**src/rtl/seq_alu_pkg.sv**
```systemverilog
// Shared opcodes, FSM states and flag bit positions for the sequential ALU.
package seq_alu_pkg;

  localparam int unsigned OPW   = 4;
  localparam int unsigned FLAGW = 5;

  localparam logic [OPW-1:0] OP_ADD  = 4'd0;
  localparam logic [OPW-1:0] OP_SUB  = 4'd1;
  localparam logic [OPW-1:0] OP_MUL  = 4'd2;
  localparam logic [OPW-1:0] OP_DIV  = 4'd3;
  localparam logic [OPW-1:0] OP_ROL  = 4'd4;
  localparam logic [OPW-1:0] OP_ROR  = 4'd5;
  localparam logic [OPW-1:0] OP_PENC = 4'd6;
  localparam logic [OPW-1:0] OP_GRAY = 4'd7;
  localparam logic [OPW-1:0] OP_REM  = 4'd8;
  localparam logic [OPW-1:0] OP_RSVD = 4'd9;
  localparam logic [OPW-1:0] OP_AND  = 4'd10;
  localparam logic [OPW-1:0] OP_OR   = 4'd11;
  localparam logic [OPW-1:0] OP_NOT  = 4'd12;
  localparam logic [OPW-1:0] OP_XOR  = 4'd13;
  localparam logic [OPW-1:0] OP_GT   = 4'd14;
  localparam logic [OPW-1:0] OP_EQ   = 4'd15;

  localparam int unsigned FLG_ZERO  = 4;
  localparam int unsigned FLG_CARRY = 3;
  localparam int unsigned FLG_SIGN  = 2;
  localparam int unsigned FLG_OVF   = 1;
  localparam int unsigned FLG_ERR   = 0;

  typedef enum logic [1:0] {
    IDLE   = 2'd0,
    DIVIDE = 2'd1,
    HOLD   = 2'd2
  } state_t;

  // True for the opcodes served by the iterative divider.
  function automatic logic is_div_op(input logic [OPW-1:0] op);
    return (op == OP_DIV) || (op == OP_REM);
  endfunction

endpackage

```
**src/rtl/seq_alu_divider.sv**
```systemverilog
// Restoring unsigned divider; the first quotient bit is resolved on the start
// edge so WIDTH iterations complete in WIDTH cycles, done pulses one cycle after.
module seq_alu_divider
  import seq_alu_pkg::*;
#(
  parameter int unsigned WIDTH = 8
) (
  input  logic             clk,
  input  logic             rst,
  input  logic             i_start,
  input  logic [WIDTH-1:0] i_dividend,
  input  logic [WIDTH-1:0] i_divisor,
  output logic             o_busy,
  output logic             o_done,
  output logic [WIDTH-1:0] o_quotient,
  output logic [WIDTH-1:0] o_remainder
);

  localparam int unsigned CNTW = $clog2(WIDTH + 1);

  logic [WIDTH-1:0] r_rem;
  logic [WIDTH-1:0] r_quo;
  logic [WIDTH-1:0] r_div;
  logic [CNTW-1:0]  r_cnt;
  logic             r_busy;
  logic             r_done;

  logic [WIDTH-1:0] w_src_rem;
  logic [WIDTH-1:0] w_src_quo;
  logic [WIDTH-1:0] w_src_div;
  logic [WIDTH:0]   w_trial;
  logic             w_ge;
  logic [WIDTH-1:0] w_nxt_rem;
  logic [WIDTH-1:0] w_nxt_quo;

  // One restoring step, fed from the fresh operands on start, else from state.
  always_comb begin
    w_src_rem = i_start ? '0         : r_rem;
    w_src_quo = i_start ? i_dividend : r_quo;
    w_src_div = i_start ? i_divisor  : r_div;
    w_trial   = {w_src_rem, w_src_quo[WIDTH-1]};
    w_ge      = (w_trial >= {1'b0, w_src_div});
    w_nxt_rem = w_ge ? WIDTH'(w_trial - {1'b0, w_src_div}) : w_trial[WIDTH-1:0];
    w_nxt_quo = {w_src_quo[WIDTH-2:0], w_ge};
  end

  // Iteration state; a reset abandons any divide in flight.
  always_ff @(posedge clk) begin
    if (rst) begin
      r_rem  <= '0;
      r_quo  <= '0;
      r_div  <= '0;
      r_cnt  <= '0;
      r_busy <= 1'b0;
      r_done <= 1'b0;
    end else begin
      r_done <= 1'b0;
      if (i_start) begin
        r_rem  <= w_nxt_rem;
        r_quo  <= w_nxt_quo;
        r_div  <= i_divisor;
        r_cnt  <= CNTW'(WIDTH - 1);
        r_busy <= 1'b1;
      end else if (r_busy) begin
        r_rem <= w_nxt_rem;
        r_quo <= w_nxt_quo;
        r_cnt <= r_cnt - CNTW'(1);
        if (r_cnt == CNTW'(1)) begin
          r_busy <= 1'b0;
          r_done <= 1'b1;
        end
      end
    end
  end

  assign o_busy      = r_busy;
  assign o_done      = r_done;
  assign o_quotient  = r_quo;
  assign o_remainder = r_rem;

endmodule

```
**src/rtl/seq_alu_core.sv**
```systemverilog
// Registered WIDTH-bit ALU with valid/ready handshakes and an iterative divider.
module seq_alu_core
  import seq_alu_pkg::*;
#(
  parameter int unsigned WIDTH = 8
) (
  input  logic             clk,
  input  logic             rst,
  input  logic             in_valid,
  output logic             in_ready,
  input  logic [WIDTH-1:0] a,
  input  logic [WIDTH-1:0] b,
  input  logic [3:0]       opcode,
  output logic             out_valid,
  input  logic             out_ready,
  output logic [WIDTH-1:0] result,
  output logic [4:0]       flags
);

  localparam int unsigned IDXW = $clog2(WIDTH);
  localparam int unsigned PW   = 2 * WIDTH;

  state_t           r_state;
  state_t           w_state_nxt;
  logic             r_out_valid;
  logic [WIDTH-1:0] r_result;
  logic [4:0]       r_flags;
  logic             r_op_rem;

  logic             w_accept;
  logic             w_div_start;
  logic             w_load_alu;
  logic             w_load_div;
  logic             w_clear_out;

  logic             w_div_busy;
  logic             w_div_done;
  logic [WIDTH-1:0] w_div_quo;
  logic [WIDTH-1:0] w_div_rem;
  logic [WIDTH-1:0] w_div_result;

  logic [WIDTH:0]   w_sum;
  logic [WIDTH:0]   w_diff;
  logic [PW-1:0]    w_prod;
  logic [IDXW-1:0]  w_penc_idx;
  logic [WIDTH-1:0] w_alu_result;
  logic [4:0]       w_alu_flags;

  // Accept only when idle, or when the held result is drained this same cycle.
  assign in_ready = !rst && !w_div_busy &&
                    ((r_state == IDLE) || ((r_state == HOLD) && out_ready));

  seq_alu_divider #(.WIDTH(WIDTH)) u_divider (
    .clk         (clk),
    .rst         (rst),
    .i_start     (w_div_start),
    .i_dividend  (a),
    .i_divisor   (b),
    .o_busy      (w_div_busy),
    .o_done      (w_div_done),
    .o_quotient  (w_div_quo),
    .o_remainder (w_div_rem)
  );

  // Highest set bit of a; all ones when a is zero.
  always_comb begin
    w_penc_idx = '1;
    for (int i = 0; i < int'(WIDTH); i++) begin
      if (a[i]) w_penc_idx = IDXW'(i);
    end
  end

  // Single-cycle operations, evaluated on the operands being accepted.
  always_comb begin
    w_sum        = {1'b0, a} + {1'b0, b};
    w_diff       = {1'b0, a} - {1'b0, b};
    w_prod       = PW'(a) * PW'(b);
    w_alu_result = '0;
    w_alu_flags  = '0;
    case (opcode)
      OP_ADD: begin
        w_alu_result           = w_sum[WIDTH-1:0];
        w_alu_flags[FLG_CARRY] = w_sum[WIDTH];
        w_alu_flags[FLG_OVF]   = (a[WIDTH-1] == b[WIDTH-1]) &&
                                 (w_sum[WIDTH-1] != a[WIDTH-1]);
      end
      OP_SUB: begin
        w_alu_result           = w_diff[WIDTH-1:0];
        w_alu_flags[FLG_CARRY] = w_diff[WIDTH];
        w_alu_flags[FLG_OVF]   = (a[WIDTH-1] != b[WIDTH-1]) &&
                                 (w_diff[WIDTH-1] != a[WIDTH-1]);
      end
      OP_MUL: begin
        w_alu_result           = w_prod[WIDTH-1:0];
        w_alu_flags[FLG_CARRY] = (w_prod[PW-1:WIDTH] != '0);
      end
      OP_DIV, OP_REM: w_alu_flags[FLG_ERR] = (b == '0);
      OP_ROL:  w_alu_result = {a[WIDTH-2:0], a[WIDTH-1]};
      OP_ROR:  w_alu_result = {a[0], a[WIDTH-1:1]};
      OP_PENC: w_alu_result = WIDTH'(w_penc_idx);
      OP_GRAY: w_alu_result = a ^ (a >> 1);
      OP_AND:  w_alu_result = a & b;
      OP_OR:   w_alu_result = a | b;
      OP_NOT:  w_alu_result = ~a;
      OP_XOR:  w_alu_result = a ^ b;
      OP_GT:   w_alu_result = WIDTH'(a > b);
      OP_EQ:   w_alu_result = WIDTH'(a == b);
      default: w_alu_flags[FLG_ERR] = 1'b1;
    endcase
    w_alu_flags[FLG_ZERO] = (w_alu_result == '0);
    w_alu_flags[FLG_SIGN] = w_alu_result[WIDTH-1];
  end

  assign w_div_result = r_op_rem ? w_div_rem : w_div_quo;

  // Next state and datapath load strobes.
  always_comb begin
    w_state_nxt = r_state;
    w_accept    = in_valid && in_ready;
    w_div_start = 1'b0;
    w_load_alu  = 1'b0;
    w_load_div  = 1'b0;
    w_clear_out = 1'b0;
    case (r_state)
      IDLE, HOLD: begin
        if (w_accept) begin
          if (is_div_op(opcode) && (b != '0)) begin
            w_div_start = 1'b1;
            w_state_nxt = DIVIDE;
          end else begin
            w_load_alu  = 1'b1;
            w_state_nxt = HOLD;
          end
        end else if ((r_state == HOLD) && out_ready) begin
          w_clear_out = 1'b1;
          w_state_nxt = IDLE;
        end
      end
      DIVIDE: begin
        if (w_div_done) begin
          w_load_div  = 1'b1;
          w_state_nxt = HOLD;
        end
      end
      default: w_state_nxt = IDLE;
    endcase
  end

  // FSM state register.
  always_ff @(posedge clk) begin
    if (rst) r_state <= IDLE;
    else     r_state <= w_state_nxt;
  end

  // Result, flags and output valid registers.
  always_ff @(posedge clk) begin
    if (rst) begin
      r_out_valid <= 1'b0;
      r_result    <= '0;
      r_flags     <= '0;
      r_op_rem    <= 1'b0;
    end else begin
      if (w_load_alu) begin
        r_result    <= w_alu_result;
        r_flags     <= w_alu_flags;
        r_out_valid <= 1'b1;
      end else if (w_load_div) begin
        r_result    <= w_div_result;
        r_flags     <= {(w_div_result == '0), 1'b0, w_div_result[WIDTH-1], 2'b00};
        r_out_valid <= 1'b1;
      end else if (w_div_start || w_clear_out) begin
        r_out_valid <= 1'b0;
      end
      if (w_div_start) r_op_rem <= (opcode == OP_REM);
    end
  end

  assign out_valid = r_out_valid;
  assign result    = r_result;
  assign flags     = r_flags;

endmodule

```
**config.mk**
```make
export PLATFORM = sky130hd
export DESIGN_NAME = seq_alu_core
export DESIGN_NICKNAME = d
export VERILOG_FILES = /design/src/rtl/seq_alu_pkg.sv /design/src/rtl/seq_alu_divider.sv /design/src/rtl/seq_alu_core.sv
export SDC_FILE = /design/constraint.sdc
export NUM_CORES = 1
export LEC_CHECK = 0
export ABC_AREA = 1
export BUFFER_PORTS_ARGS = -buffer_cell sky130_fd_sc_hd__buf_2
export CORE_AREA = 2 2 148 150
export DETAILED_ROUTE_END_ITERATION = 7
export DIE_AREA = 0 0 150 152
export PLACE_DENSITY_LB_ADDON = 0.15
export SYNTH_ARGS = -nofsm -noshare
export SYNTH_HDL_FRONTEND = slang
export SYNTH_SLANG_ARGS = --single-unit
```
**constraint.sdc**
```tcl
create_clock -name clk -period 5 [get_ports clk]
set_clock_uncertainty 0.2 [all_clocks]
set_input_delay 0.25 -clock clk [delete_from_list [all_inputs] [get_ports clk]]
set_output_delay 0.25 -clock clk [all_outputs]
set_load 0.005 [all_outputs]
```
==> Word level (Yosys, flattened, before mapping) <==
Index checks and enable logic that the tools add are counted.
{ "word_totals": {"ff_bits": 47, "in_bits": 24, "output_inout_bits": 15, "elab_cells": 127} }
{ "op_classes": {"n_addsub": 4, "n_mul": 1, "magnitude_cmp": 2, "eq_ne": 24, "n_mux": 50, "bitwise_logic": 6, "reduce_logical": 28} }
{ "ops": {"columns": ["op", "n"], "rows": [
  ["$pmux W8 S13", 1],
  ["$mux W8", 11],
  ["$mux W3", 10],
  ["$eq A4 B4 Y1 const B", 7],
  ["$logic_not A8 Y1", 3],
  ["$mux W1", 18],
  ["$eq A4 B3 Y1 const B", 4],
  ["$mul A8 B8 Y16", 1],
  ["$reduce_bool A8 Y1", 2],
  ["$reduce_or A13 Y1", 1],
  ["$mux W5", 2],
  ["$add A8 B8 Y9", 1],
  ["$ge A9 B8 Y1", 1],
  ["$sub A8 B8 Y9", 1],
  ["$and A8 B8 Y8", 1],
  ["$eq A4 B1 Y1 const B", 2],
  ["$eq A4 B2 Y1 const B", 2],
  ["$eq A8 B8 Y1", 1],
  ["$gt A8 B8 Y1", 1],
  ["$mux W2", 4],
  ["$not A8 Y8", 1],
  ["$or A8 B8 Y8", 1],
  ["$sub A8 B8 Y8", 1],
  ["$xor A8 B7 Y8", 1],
  ["22 further kinds", 37]
]} }

==> Logic depth before layout (Yosys ltp) <==
{ "depth": {"depth_word": 12, "depth_mapped": 26, "depth_no_buf": 25} }

==> By module <==
Synthesis repeated with hierarchy kept, for this count alone.
{ "unflattened": {"cells_unflattened": 1090, "hier_area_um2": 6805.3} }
{ "by_module_without_submodules": {"columns": ["mod", "instances", "cells_each", "area_each_um2", "seq_area_each_um2"], "rows": [
  ["seq_alu_core", 1, 830, 5044.8, 320.3],
  ["seq_alu_divider", 1, 260, 1760.4, 600.6]
]} }

==> Least setup slack after synthesis <==
Ideal clock, no wire load.
{ "synth_timing": {"kind": "input -> register", "from": "input b[7]", "to": "register r_flags[3], in the netlist flags[3]", "setup_time_ns": 0.132, "arrival_ns": 4.020, "required_ns": 4.668, "setup_slack_ns": 0.648, "cell_stages": 24, "n_path_buf": 1, "cell_sequence": "clkbuf_1 > nand2_1 > fa_1 > fa_1 > inv_1 > fa_1 > inv_1 > fa_1 > inv_1 > ha_1 > nand2_1 > inv_1 > nand2_1 > nand2_1 > nand2_1 > nand3_1 > nand2_1 > nand2_1 > nor2_1 > nand3_1 > nand2_1 > nand2_1 > nand2_1 > a21oi_1"} }
{ "synth_via": {"elab_chain_cells": 6, "elab_cells_between_ends": 12, "cone_classes": "add/sub (2); mul (1); mux (5); reduce/logical (4)"} }
{ "synth_lines": {"columns": ["item", "line_no", "rtl"], "rows": [
  ["start: declaration", "seq_alu_core.sv:12", "input logic [WIDTH-1:0] b,"],
  ["branches (longest 6 deep; another with $mul A8 B8 Y16)", null, null],
  ["end signal: assignment", "seq_alu_core.sv:165", "r_flags <= w_alu_flags;"],
  ["end signal: assignment", "seq_alu_core.sv:169", "r_flags <= {(w_div_result == '0), 1'b0, w_div_result[WIDTH-1], 2'b00};"],
  ["end: declaration", "seq_alu_core.sv:27", "logic [4:0] r_flags;"]
]} }
Several ways; the timed one is not identified.
A chain may end at the register's enable or synchronous reset.

==> Worst setup path after layout <==
{ "layout_timing": {"from": "input b[4]", "to": "register r_flags[3], in the netlist flags[3]"} }
Same word-level chain as after synthesis.

==> results_dict.tcl <==
set metrics [dict create \
    endpoint_kind "register" \
    syn_area_sq_um 6850 \
    cts_max_level 2 \
    routed_wl_mm 21.4 \
    clkLatencyLatePin_ps 290 \
    wl_per_cell_microns 15.2 \
    ir_worst_vdd_mv 0.119 \
    antenna_left 0 \
    die_height_microns 152 \
    grt_max_degree 37 \
    placement.cell_area_sq_um 7240 \
    dr.pass1.iters 5 \
    synth_edf_count 0 \
    rows 54 \
    final_cell_area_sq_um 7380 \
    critPathKind "primary input to register" \
    hold_start "a[0]" \
    grt_pass1_vias 6481 \
    whs_ps 138 \
    worst_setup_path_start_kind "primary input" \
    top_usage_layer "met2" \
    synth-compound-area-share_pct 9.58 \
    yosysUniqueCellTypes 46 \
    met2_usage_pct 30.4 \
    io_buffer_count 38 \
    post_synth_xor_area_fraction_pct 1.41 \
    grt_usage_pct 19.1 \
    worst_pin_slew_ps 768 \
    drt-vias-per-instance 4.79 \
    path_clk_slew_ps 60 \
    cp-startpoint "b[4]" \
    async_reset_ff_share_pct 0 \
    cts_resized 0 \
    slew_violations 0 \
    p_leak_nw 4.11 \
    die_area_sq_um 22800 \
    start_util_pct 32.1 \
    final_nets 1263 \
    worst_slack_ps 659 \
    yosysTopAreaCell "nand2_1" \
    globalplace.congestion 0.884 \
    maxClockFrequency_mhz 230 \
    synth_adder_area_share_pct 24.5 \
    reg2reg_from "u_divider.o_busy$_SDFF_PP0_" \
    synth_top_cell_area_share_pct 19.3 \
    p_sw_uw 875 \
    antenna_found_initial 0 \
    totalNegativeSetupSlack_ps 0 \
    yosys_warnings 0 \
    utilization_pct 34.6 \
    dpl.cell_count 1401 \
    overflow 0 \
    p_comb_share_pct 61.2 \
    netSwitchingFraction_pct 47.6 \
    cts_made_buffers 5 \
    synth_top_family_by_area "simple AND/OR/NAND/NOR gates" \
    critPathMaxFanout 10 \
    synthTopCellsByArea "nand2_1 (19%), dfxtp_1 (13%), ha_1 (13%)" \
    n_fill_cell 2430 \
    grt_pass1_wl_mm 34.6 \
    synthCells 1112 \
    fin_crit_ps 4340 \
    avgSynthCellArea_sq_um 6.16 \
    p_seq_share_pct 21.3 \
    met3_usage_pct 2.28 \
    finalSetupViolCount 0 \
    core_area_sq_um 21400 \
    synthFlopType "dfxtp_1" \
    ios 39 \
    synthSimpleGateAreaFrac_pct 35.1 \
    p_int_uw 964 \
    ys_seq_area_share_pct 13.4 \
    cts_setup_buffers 0 \
    diodes 0 \
    p_total_mw 1.84 \
    powerDensity_nw_per_um2 249 \
    status "finished, final reports clean" \
    synth-seq-cells 46 \
    die_x_microns 150 \
    hold_buffers 0 \
    cts_num_sinks 46 \
    syn_nets 1247 \
    max_cap_violations 0 \
    cts_tree "done" \
    worstPathRequired_ps 4940 \
    p_clk_share_pct 17.5 \
    grt_setup_unrepaired "no" \
    clk_path_buf_depth 2 \
    dp_worst_setup_slack_ps 319 \
    drive_gt1_share_pct 8.33 \
    num_vias 6738 \
    cts-root-buf "clkbuf_16" \
    arrival_ps 4280 \
    finalHoldViolCount 0 \
    slew_headroom_pct 48.6 \
    fin_crit_sh_pct 86.8 \
    hold_class "primary input to register" \
    drc_errors 0 \
    area_growth_pct 7.67 \
    drt_iter0_markers 330 \
    synth.area.mux_share_pct 0.438 \
    hpwl_mm 17.6 \
    final_cells 1408 \
    met1_usage_pct 26.9 \
]
==> state kept, by name (all words and copies together), names as in the netlist <==
register	count
result	7
u_divider.r_cnt	4
u_divider.o_remainder	8
r_state	2
u_divider.o_busy	1
u_divider.r_div	8
u_divider.o_quotient	8
r_op_rem	1
out_valid	1
u_divider.o_done	1
flags	5
==> power groups by stage <==
stage	logic, mW	clock network (mW)	registers, mW
after floorplan	0.861	0	0.396
after global placement	1.14	0	0.399
after detailed placement	1.13	0	0.400
after CTS	1.14	0.329	0.391
after global routing	1.31	0.342	0.393
final	1.13	0.322	0.391
==> Yosys cell counts (5+ instances only) <==
library cell	n
clkbuf_1	13
buf_2	18
ha_1	72
o21ai_2	10
inv_2	8
nor2_1	92
inv_1	208
o21ai_1	9
nand4_1	17
nand2_2	5
nand3_1	77
nor3_1	11
nand2_1	353
a31oi_1	8
buf_6	5
dfxtp_1	46
a21oi_1	48
xor2_1	7
fa_1	39
o21ai_0	23
==> final timing paths <==
| check | end | slack [ps] | cells after the start |
|---|---|---|---|
| setup / recovery | flags[3]$_SDFFE_PP0P_ | 660 | 20 |
| hold / removal | u_divider.o_quotient[1]$_SDFFE_PP0P_ | 140 | 3 |
| setup reg to reg | u_divider.o_remainder[1]$_SDFFE_PP0P_ | 1170 | 20 |
| hold reg to reg | flags[1]$_SDFFE_PP0P_ | 260 | 2 |
==> area by class of cell <==
| type | count | area [sq um] | area share, % |
|---|---|---|---|
| multi-input combinational | 808 | 4870 | 66.0 |
| sequential | 46 | 921 | 12.5 |
| inverter | 218 | 826 | 11.2 |
| tap | 280 | 350 | 4.75 |
| timing repair buffer | 49 | 273 | 3.70 |
| clock buffer | 6 | 129 | 1.75 |
| clock inverter | 1 | 7.51 | 0.102 |
==> per-layer routing <==
metal / up-vias / part of all wire [%]
met3: 42 / 4.6
met1: 3080 / 48
li1: 3456 / -
met4: 0 / 3.1
met2: 160 / 44
met5: - / 0
==> worst max-delay path: stages <==
cell	delay (ps)
buf_2	180
ha_1	270
fa_1	550
inv_1	50
fa_1	480
fa_1	530
fa_1	550
inv_1	40
ha_1	360
nand2_1	110
nor2_1	150
nand3_1	120
nand4_1	110
nand2_1	60
nor2_1	90
nand3_1	100
nand2_1	90
nand2_1	50
nand2_1	50
a21oi_1	60
==> kinds of logic after synthesis <==
family,Yosys count
adders and majority gates,111
AOI/OAI and AO/OA,113
buffers and inverters,258
xor gates and xnor gates,11
muxes,3
DFF,46
and+or+nand+nor,570
==> cell usage in the layout (no fill, tap or decap), types with 2 or more instances in the layout <==
cell type / Yosys / layout
ha_1: 72 / 72
buf_4: 2 / 11
buf_2: 18 / 38
mux2i_1: 3 / 3
nand4_1: 17 / 17
a31oi_1: 8 / 8
nand2_1: 353 / 353
nand3b_1: 2 / 2
xnor2_1: 4 / 4
fa_1: 39 / 39
o21ai_0: 23 / 23
inv_2: 8 / 8
nand2_2: 5 / 5
or2_2: 2 / 2
o21bai_1: 3 / 3
inv_1: 208 / 208
xor2_1: 7 / 7
nor2_2: 4 / 4
nor2_1: 92 / 92
nor3_1: 11 / 11
dfxtp_1: 46 / 46
a21oi_1: 48 / 48
o211ai_1: 4 / 4
clkbuf_16: 0 / 5
o21ai_2: 10 / 10
o21ai_1: 9 / 9
nand3_1: 77 / 77
nor4_4: 2 / 2
Power figures use the tool's default switching activity.
